### src/rtl/ydiv.sv
// Sequential restoring divider: one shift-subtract step per clock, unsigned or
// two's-complement signed, quotient and remainder delivered together on done.
module ydiv #(
  parameter int unsigned WIDTH = 32
) (
  input  logic             clk,
  input  logic             reset,
  input  logic             start,
  input  logic             ctrl,
  input  logic [WIDTH-1:0] a,
  input  logic [WIDTH-1:0] b,
  output logic [WIDTH-1:0] q,
  output logic [WIDTH-1:0] r,
  output logic             busy,
  output logic             done,
  output logic             dbz
);

  localparam int unsigned CW = $clog2(WIDTH);
  localparam logic [WIDTH-1:0] ONE     = WIDTH'(1);
  localparam logic [WIDTH:0]   ONE_EXT = (WIDTH + 1)'(1);
  localparam logic [WIDTH-1:0] MIN_NEG = {1'b1, {(WIDTH - 1){1'b0}}};
  localparam logic [CW-1:0]    LAST    = CW'(WIDTH - 1);

  typedef enum logic [1:0] {
    IDLE,
    RUN,
    FIX
  } state_t;

  state_t           state;
  logic [WIDTH-1:0] part;     // partial remainder P; its shifted form is WIDTH+1 wide
  logic [WIDTH-1:0] quo;
  logic [WIDTH-1:0] dvs;
  logic [CW-1:0]    cnt;
  logic             sign_q;
  logic             sign_r;
  logic             dbz_pend;

  logic [WIDTH-1:0] a_abs;
  logic [WIDTH-1:0] b_abs;
  logic             is_ovf;
  logic [WIDTH:0]   shifted;
  logic [WIDTH:0]   diff;

  always_comb begin
    a_abs   = (ctrl && a[WIDTH-1]) ? (~a + ONE) : a;
    b_abs   = (ctrl && b[WIDTH-1]) ? (~b + ONE) : b;
    is_ovf  = ctrl && (a == MIN_NEG) && (b == '1);
    shifted = {part, quo[WIDTH-1]};
    diff    = shifted + ~{1'b0, dvs} + ONE_EXT;
  end

  always_ff @(posedge clk) begin
    if (reset) begin
      state    <= IDLE;
      part     <= '0;
      quo      <= '0;
      dvs      <= '0;
      cnt      <= '0;
      sign_q   <= 1'b0;
      sign_r   <= 1'b0;
      dbz_pend <= 1'b0;
      q        <= '0;
      r        <= '0;
      busy     <= 1'b0;
      done     <= 1'b0;
      dbz      <= 1'b0;
    end else begin
      done <= 1'b0;
      case (state)
        IDLE: begin
          if (start) begin
            busy     <= 1'b1;
            dbz      <= 1'b0;
            cnt      <= '0;
            dvs      <= b_abs;
            dbz_pend <= 1'b0;
            // Special cases preload the final result into quo/part with signs
            // cleared, so FIX passes them through unchanged.
            if (b == '0) begin
              quo      <= '1;
              part     <= a;
              sign_q   <= 1'b0;
              sign_r   <= 1'b0;
              dbz_pend <= 1'b1;
              state    <= FIX;
            end else if (is_ovf) begin
              quo    <= MIN_NEG;
              part   <= '0;
              sign_q <= 1'b0;
              sign_r <= 1'b0;
              state  <= FIX;
            end else begin
              quo    <= a_abs;
              part   <= '0;
              sign_q <= ctrl & (a[WIDTH-1] ^ b[WIDTH-1]);
              sign_r <= ctrl & a[WIDTH-1];
              state  <= RUN;
            end
          end
        end
        RUN: begin
          if (!diff[WIDTH]) begin
            part <= diff[WIDTH-1:0];
            quo  <= {quo[WIDTH-2:0], 1'b1};
          end else begin
            part <= shifted[WIDTH-1:0];
            quo  <= {quo[WIDTH-2:0], 1'b0};
          end
          cnt <= cnt + CW'(1);
          if (cnt == LAST) state <= FIX;
        end
        FIX: begin
          q     <= sign_q ? (~quo + ONE) : quo;
          r     <= sign_r ? (~part + ONE) : part;
          dbz   <= dbz_pend;
          done  <= 1'b1;
          busy  <= 1'b0;
          state <= IDLE;
        end
        default: state <= IDLE;
      endcase
    end
  end

endmodule

### config.mk
export PLATFORM = sky130hd
export DESIGN_NAME = ydiv
export DESIGN_NICKNAME = d
export VERILOG_FILES = /design/src/rtl/ydiv.sv
export SDC_FILE = /design/constraint.sdc
export NUM_CORES = 1
export LEC_CHECK = 0
export ABC_AREA = 1
export BUFFER_PORTS_ARGS = -buffer_cell sky130_fd_sc_hd__buf_2
export CAP_MARGIN = 10
export CORE_MARGIN = 1
export CORE_UTILIZATION = 40
export CTS_BUF_LIST = sky130_fd_sc_hd__clkbuf_8 sky130_fd_sc_hd__clkbuf_16
export CTS_CLUSTER_SIZE = 25
export DETAILED_ROUTE_END_ITERATION = 12
export GPL_TIMING_DRIVEN = 0
export PLACE_DENSITY_LB_ADDON = 0.12
export RECOVER_POWER = 50
export SYNTH_ARGS = -nofsm -noshare
export SYNTH_HDL_FRONTEND = slang
export SYNTH_SLANG_ARGS = --single-unit
### constraint.sdc
create_clock -name clk -period 7.2 [get_ports clk]
set_input_delay 1.44 -clock clk [delete_from_list [all_inputs] [get_ports clk]]
set_output_delay 1.44 -clock clk [all_outputs]
set_load 0.01 [all_outputs]
==> results.ini, run 1 <==
[status]
status = completed

[job]
cap_violations = 0

[worst_hold_path]
hp-class = reg -> reg
whs_path_depth = 2

[timing]
worst_slew_pin_slew_ns = 1.12
setup_viol = 0
max_freq_ghz = 0.288
final_max_slew_viol_count = 0
final_hold_viol_count = 0
setup_ws_ns = 3.73
finClkSkew_ns = 0.0148
fin_crit_sh_pct = 48.2
slew-limit-headroom_pct = 24.9
min_period_ns = 3.47
rsz0062_at_grt = false
fin_setup_tns_ns = 0

[yosys]
synth_top_cell_area_share_pct = 25.7
synth.most_common_cell = nand2_1
syn_area_sq_um = 13500
synth_edf_count = 0
synth_nets = 2431
yosys_most_used_dff = dfxtp_1
synth-seq-cells = 173
yosysSeqAreaShare_pct = 25.7
ys_warn_count = 0
synth_top_cell_by_area = dfxtp_1
syn_avg_cell_area_sq_um = 5.81
ys_types = 51
ys_top_cells_by_area = dfxtp_1, nand2_1, inv_1, nand3_1, o21ai_0
netlist_instances = 2323
synth_common_cells = nand2_1, inv_1, nor2_1
async_flop_share_pct = 0

[floorplanning]
num_rows = 66
dieArea_sq_um = 34500
die_w_um = 186
die_h_um = 186
num_io_pins = 135
start_util_pct = 41.1
core_area_sq_um = 32900

[routing]
wl_met3_um = 5150
ant_nets = 0
m1WireLength_um = 26100
drt_iter0_markers = 1634
wl_um = 56400
wl_met2_um = 23600
vias_per_cell = 5.39
via_count = 15800
post_drt_wl_per_cell_um = 19.2
drtPass1Iterations = 6
top_layer = met5
drc = 0

[global_routing]
grt_pass1_wl_um = 83600
grt_pass1_vias = 14000
grt_use_total_pct = 32.6
antenna_found_initial = 3
grt_overflow = 0
grt_start_max_net_pins = 17

[worst_setup_path]
cp_slowest_cell = nor2_1
path_depth = 14
startpoint_type = primary input
crit_type = in -> reg
crit_chain = buf_2, inv_1, ha_1, nand4_1, nor2_2, nand4_1, nor2_1, nand3_2, nand2_2, inv_1, nand2_1, nand3_1, nand2_1, inv_1
cpLargestDelayFamily = simple AND/OR/NAND/NOR gates
required_ns = 7.54
critPathMostFrequentCell = inv_1
slowest_delay_ns = 0.31
cp.buffers_inverters = 4
crit_fanout = 7
worst_setup_path_end_kind = flip-flop
cp.arrival_ns = 3.81
rr_worst_depth = 18

[clock_network]
postCtsSetupBuffers = 0
clock_sinks = 173
clock_latency_ns = 0.45
cts_tree = built
cts_root_buf = clkbuf_16
htreeDepth = 4
cts_buffers = 17
ctsResizeCount = 0
cts_hold_buffers = 0
clk_pin_slew_ns = 0.07
clockBufferDepth = 2

[placement]
port-buffer-count = 133
dp_hpwl_um = 46000
pre_cts_slack_ns = 3.35
postPlaceCellArea_sq_um = 14700
globalplace.congestion = 0.982

[finish]
drive_gt1_share_pct = 5.51
area_growth_pct = 12.5
stdcell_area_sq_um = 15200
finalNetCount = 2583
utilization_pct = 46.2

[power_and_ir_drop]
p_leak_nw = 7.43
vdd_drop_max_v = 0.000195
p_per_area_nw_per_um2 = 241

[cells in the final DEF, fill, tap and decap left out, types with 4 or more instances in the layout]
master and count:
nand3b_1 6, xnor2_1 11, buf_4 4, nor3_1 32, o21a_1 4, o31ai_2 4, nor4_1 6, clkbuf_16 17
inv_1 386, nor2_2 4, xor2_1 46, o21ai_0 172, o31ai_1 5, inv_2 6, buf_1 8, inv_6 4
buf_2 71, nand3_1 170, dfxtp_1 173, a31oi_1 6, nor2_1 200, nand4_1 65, a21oi_1 165, nand2_1 670
clkbuf_1 131, o211ai_1 11, or2_2 5, ha_1 39, a32o_1 17, nand3_2 4
[worst min-delay path: cells and delay by family (launching register included)]
kind	cells	cell delay [ns]
flops	1	0.31
simple gates	2	0.10
[final timing paths]
check               start       end  slack (ns)
setup / recovery     a[1]   quo[21]        3.73
hold / removal      r[17]     r[17]        0.45
setup reg to reg  quo[31]  part[24]        3.79
hold reg to reg     r[17]     r[17]        0.45
[metal layers]
| layer | track usage [%] | vias to the layer above |
|---|---|---|
| met5 | 0 | - |
| met4 | 11.1 | 2 |
| met3 | 5.32 | 80 |
| met2 | 49.0 | 767 |
| met1 | 46.6 | 7184 |
| li1 | - | 7758 |
[sequential cells by signal, summed over array words and instances (netlist names)]
register,flops
busy,1
cnt,5
dbz,1
dbz_pend,1
done,1
dvs,32
part,32
q,32
quo,32
r,32
sign_q,1
sign_r,1
state,2
[where the power goes]
part / total, mW / switching [mW] / internal, mW
sequential: 1.16 / 0.127 / 1.03
combinational: 1.57 / 1.10 / 0.465
clock: 0.931 / 0.448 / 0.482
total: 3.66 / 1.68 / 1.98
[stage by stage]
step / hold WS [ns] / cells / power [mW]
floorplan: 0.434 / 2323 / 2.18
global placement: 0.434 / 2898 / 2.70
detailed placement: 0.436 / 2898 / 2.71
CTS: 0.453 / 2928 / 3.62
global route: 0.476 / 2928 / 3.89
finish: 0.452 / 2930 / 3.66
[final cells by class]
type | instances | area, sq um
repair buffers | 133 | 581
diodes | 2 | 5.00
flip-flops and latches | 173 | 3460
well taps | 442 | 553
clock inverters | 13 | 130
fillers | 3739 | 17700
plain buffers | 82 | 338
clock buffers | 17 | 425
multi-input cells | 1674 | 8210
inverters | 394 | 1480
[cell families after synthesis]
kind of cell               count (synthesis)  synth area share [%]
DFF                                      173                  25.7
xor gates and xnor gates                  57                  3.70
AOI/OAI and AO/OA                        400                  16.5
adders and majority gates                 40                  3.76
buffers and inverters                    476                  13.5
and+or+nand+nor                         1177                  37.0
(Power assumes the default switching activity.)
==> run 2: changes to the inputs <==
Clock period 7.2 ns to 3.2 ns, I/O delays scaled along.
==> results.ini, run 2 (same netlist as run 1, synthesis figures left out) <==
[worst_setup_path]
r2r_end = part[20]
startpoint_type = flip-flop
cp.arrival_ns = 3.35
worst_setup_path_end_kind = flip-flop
endpoint = part[20]
rrSetupSlack_ns = 0.18
crit_fanout = 10
crit_type = reg -> reg
crit_start = quo[31]
required_ns = 3.53
rr_worst_depth = 18
r2r-start = quo[31]

[clock_network]
clockBufferDepth = 2
clock_sinks = 173
clock_latency_ns = 0.45
cts_buffers = 17
cts_hold_buffers = 0
cts_tree = built
clk_pin_slew_ns = 0.07
cts_root_buf = clkbuf_16
htreeDepth = 4

[finish]
n_fill_cell = 3744
final_common_cell = nand2_1
finalNetCount = 2583
stdcell_area_sq_um = 15200
utilization_pct = 46.3
area_growth_pct = 12.6
final_cells = 2930
drive_gt1_share_pct = 5.59
layout_common_cells = nand2_1, inv_1, nor2_1, dfxtp_1, nand3_1
multi_input_area_sq_um = 8220
regArea_sq_um = 3460

[placement]
postPlaceCellArea_sq_um = 14700
dpl.cell_count = 2898
pre_cts_slack_ns = -0.101
dp_hpwl_um = 46000
port-buffer-count = 133
globalplace.congestion = 0.982

[floorplanning]
start_util_pct = 41.1
num_rows = 66
die_w_um = 186
num_io_pins = 135
die_h_um = 186
dieArea_sq_um = 34500
core_area_sq_um = 32900

[routing]
via_count = 15700
drtPass1Iterations = 5
post_drt_wl_per_cell_um = 19.2
wl_um = 56200
ant_nets = 0
drt_iter0_markers = 1660
drc = 0
vias_per_cell = 5.34

[timing]
min_period_ns = 3.02
fin_setup_tns_ns = 0
final_max_slew_viol_count = 0
final_hold_viol_count = 0
max_freq_ghz = 0.331
setup_viol = 0
slew-limit-headroom_pct = 24.7
worst_slew_pin_slew_ns = 1.12
fin_crit_sh_pct = 94.4
fin_hold_ws_ns = 0.452
finClkSkew_ns = 0.0119
rsz0062_at_grt = false
setup_ws_ns = 0.181

[global_routing]
grt_pass1_vias = 14000
antenna_found_initial = 3
grt_pass1_wl_um = 83600
grt_use_total_pct = 32.6
grt_start_max_net_pins = 17
grt_overflow = 0

[status]
status = completed

[power_and_ir_drop]
vdd_drop_max_v = 0.000438
total_power_mw = 8.25
p_per_area_nw_per_um2 = 542
p_leak_nw = 7.43

[worst_hold_path]
hp-class = reg -> reg

[job]
cap_violations = 0

==> run 2: cell count changes in the layout (fill, tap and decap cells not counted), sizes merged <==
cell,delta
buf,-1
clkbuf,+1
==> run 2: critical path, cell delays in order, from the launching register on <==
cell,delay (ns)
dfxtp_2,0.40
inv_1,0.08
ha_1,0.23
fa_1,0.42
inv_1,0.09
nand3_1,0.06
nand2_1,0.15
nand2_1,0.06
nand2_1,0.15
nand2_1,0.07
nand2_1,0.15
nand2_1,0.14
nand2_1,0.11
nand2_1,0.16
nand2_4,0.15
buf_4,0.24
nand2_1,0.08
nand3_1,0.09
a21oi_1,0.07
==> run 2: power breakdown <==
part / switching [mW] / internal (mW) / total [mW]
clock network: 1.01 / 1.09 / 2.09
logic: 2.48 / 1.06 / 3.55
registers: 0.282 / 2.33 / 2.61
total: 3.77 / 4.48 / 8.25
==> run 2: routing by layer <==
metal / global-route usage (%) / share of wire [%] / routed length [um]
met5: 0 / 0.023 / 13
met4: 11.1 / 2.9 / 1610
met3: 5.32 / 9.4 / 5300
met2: 49.0 / 42 / 23400
met1: 46.6 / 46 / 25900
==> run 2: repair_timing <==
| action | in CTS | in global routing |
|---|---|---|
| resized for setup | 1 | 7 |
| buffers inserted | 0 | 0 |
| setup endpoints to repair | 6 | 29 |
==> run 2: how the worst min path moves through the flow <==
stage	startpoint	end	slack, ns	cells after the start
finish	r[17]	r[17]	0.45	2
global route	r[19]	r[19]	0.48	2
CTS	q[28]	q[28]	0.45	2
detailed placement	r[17]	r[17]	0.44	2
global placement	q[28]	q[28]	0.43	2
floorplan	dbz_pend	dbz	0.43	1
==> run 2: final cells by class <==
cell class / count / area share (%)
Tap cell: 442 / 3.64
Buffer: 82 / 2.28
Inverter: 394 / 9.73
Clock buffer: 17 / 2.80
Sequential cell: 173 / 22.8
Antenna cell: 2 / 0.0329
Clock inverter: 13 / 0.856
Timing Repair Buffer: 133 / 3.82
Multi-Input combinational cell: 1674 / 54.1
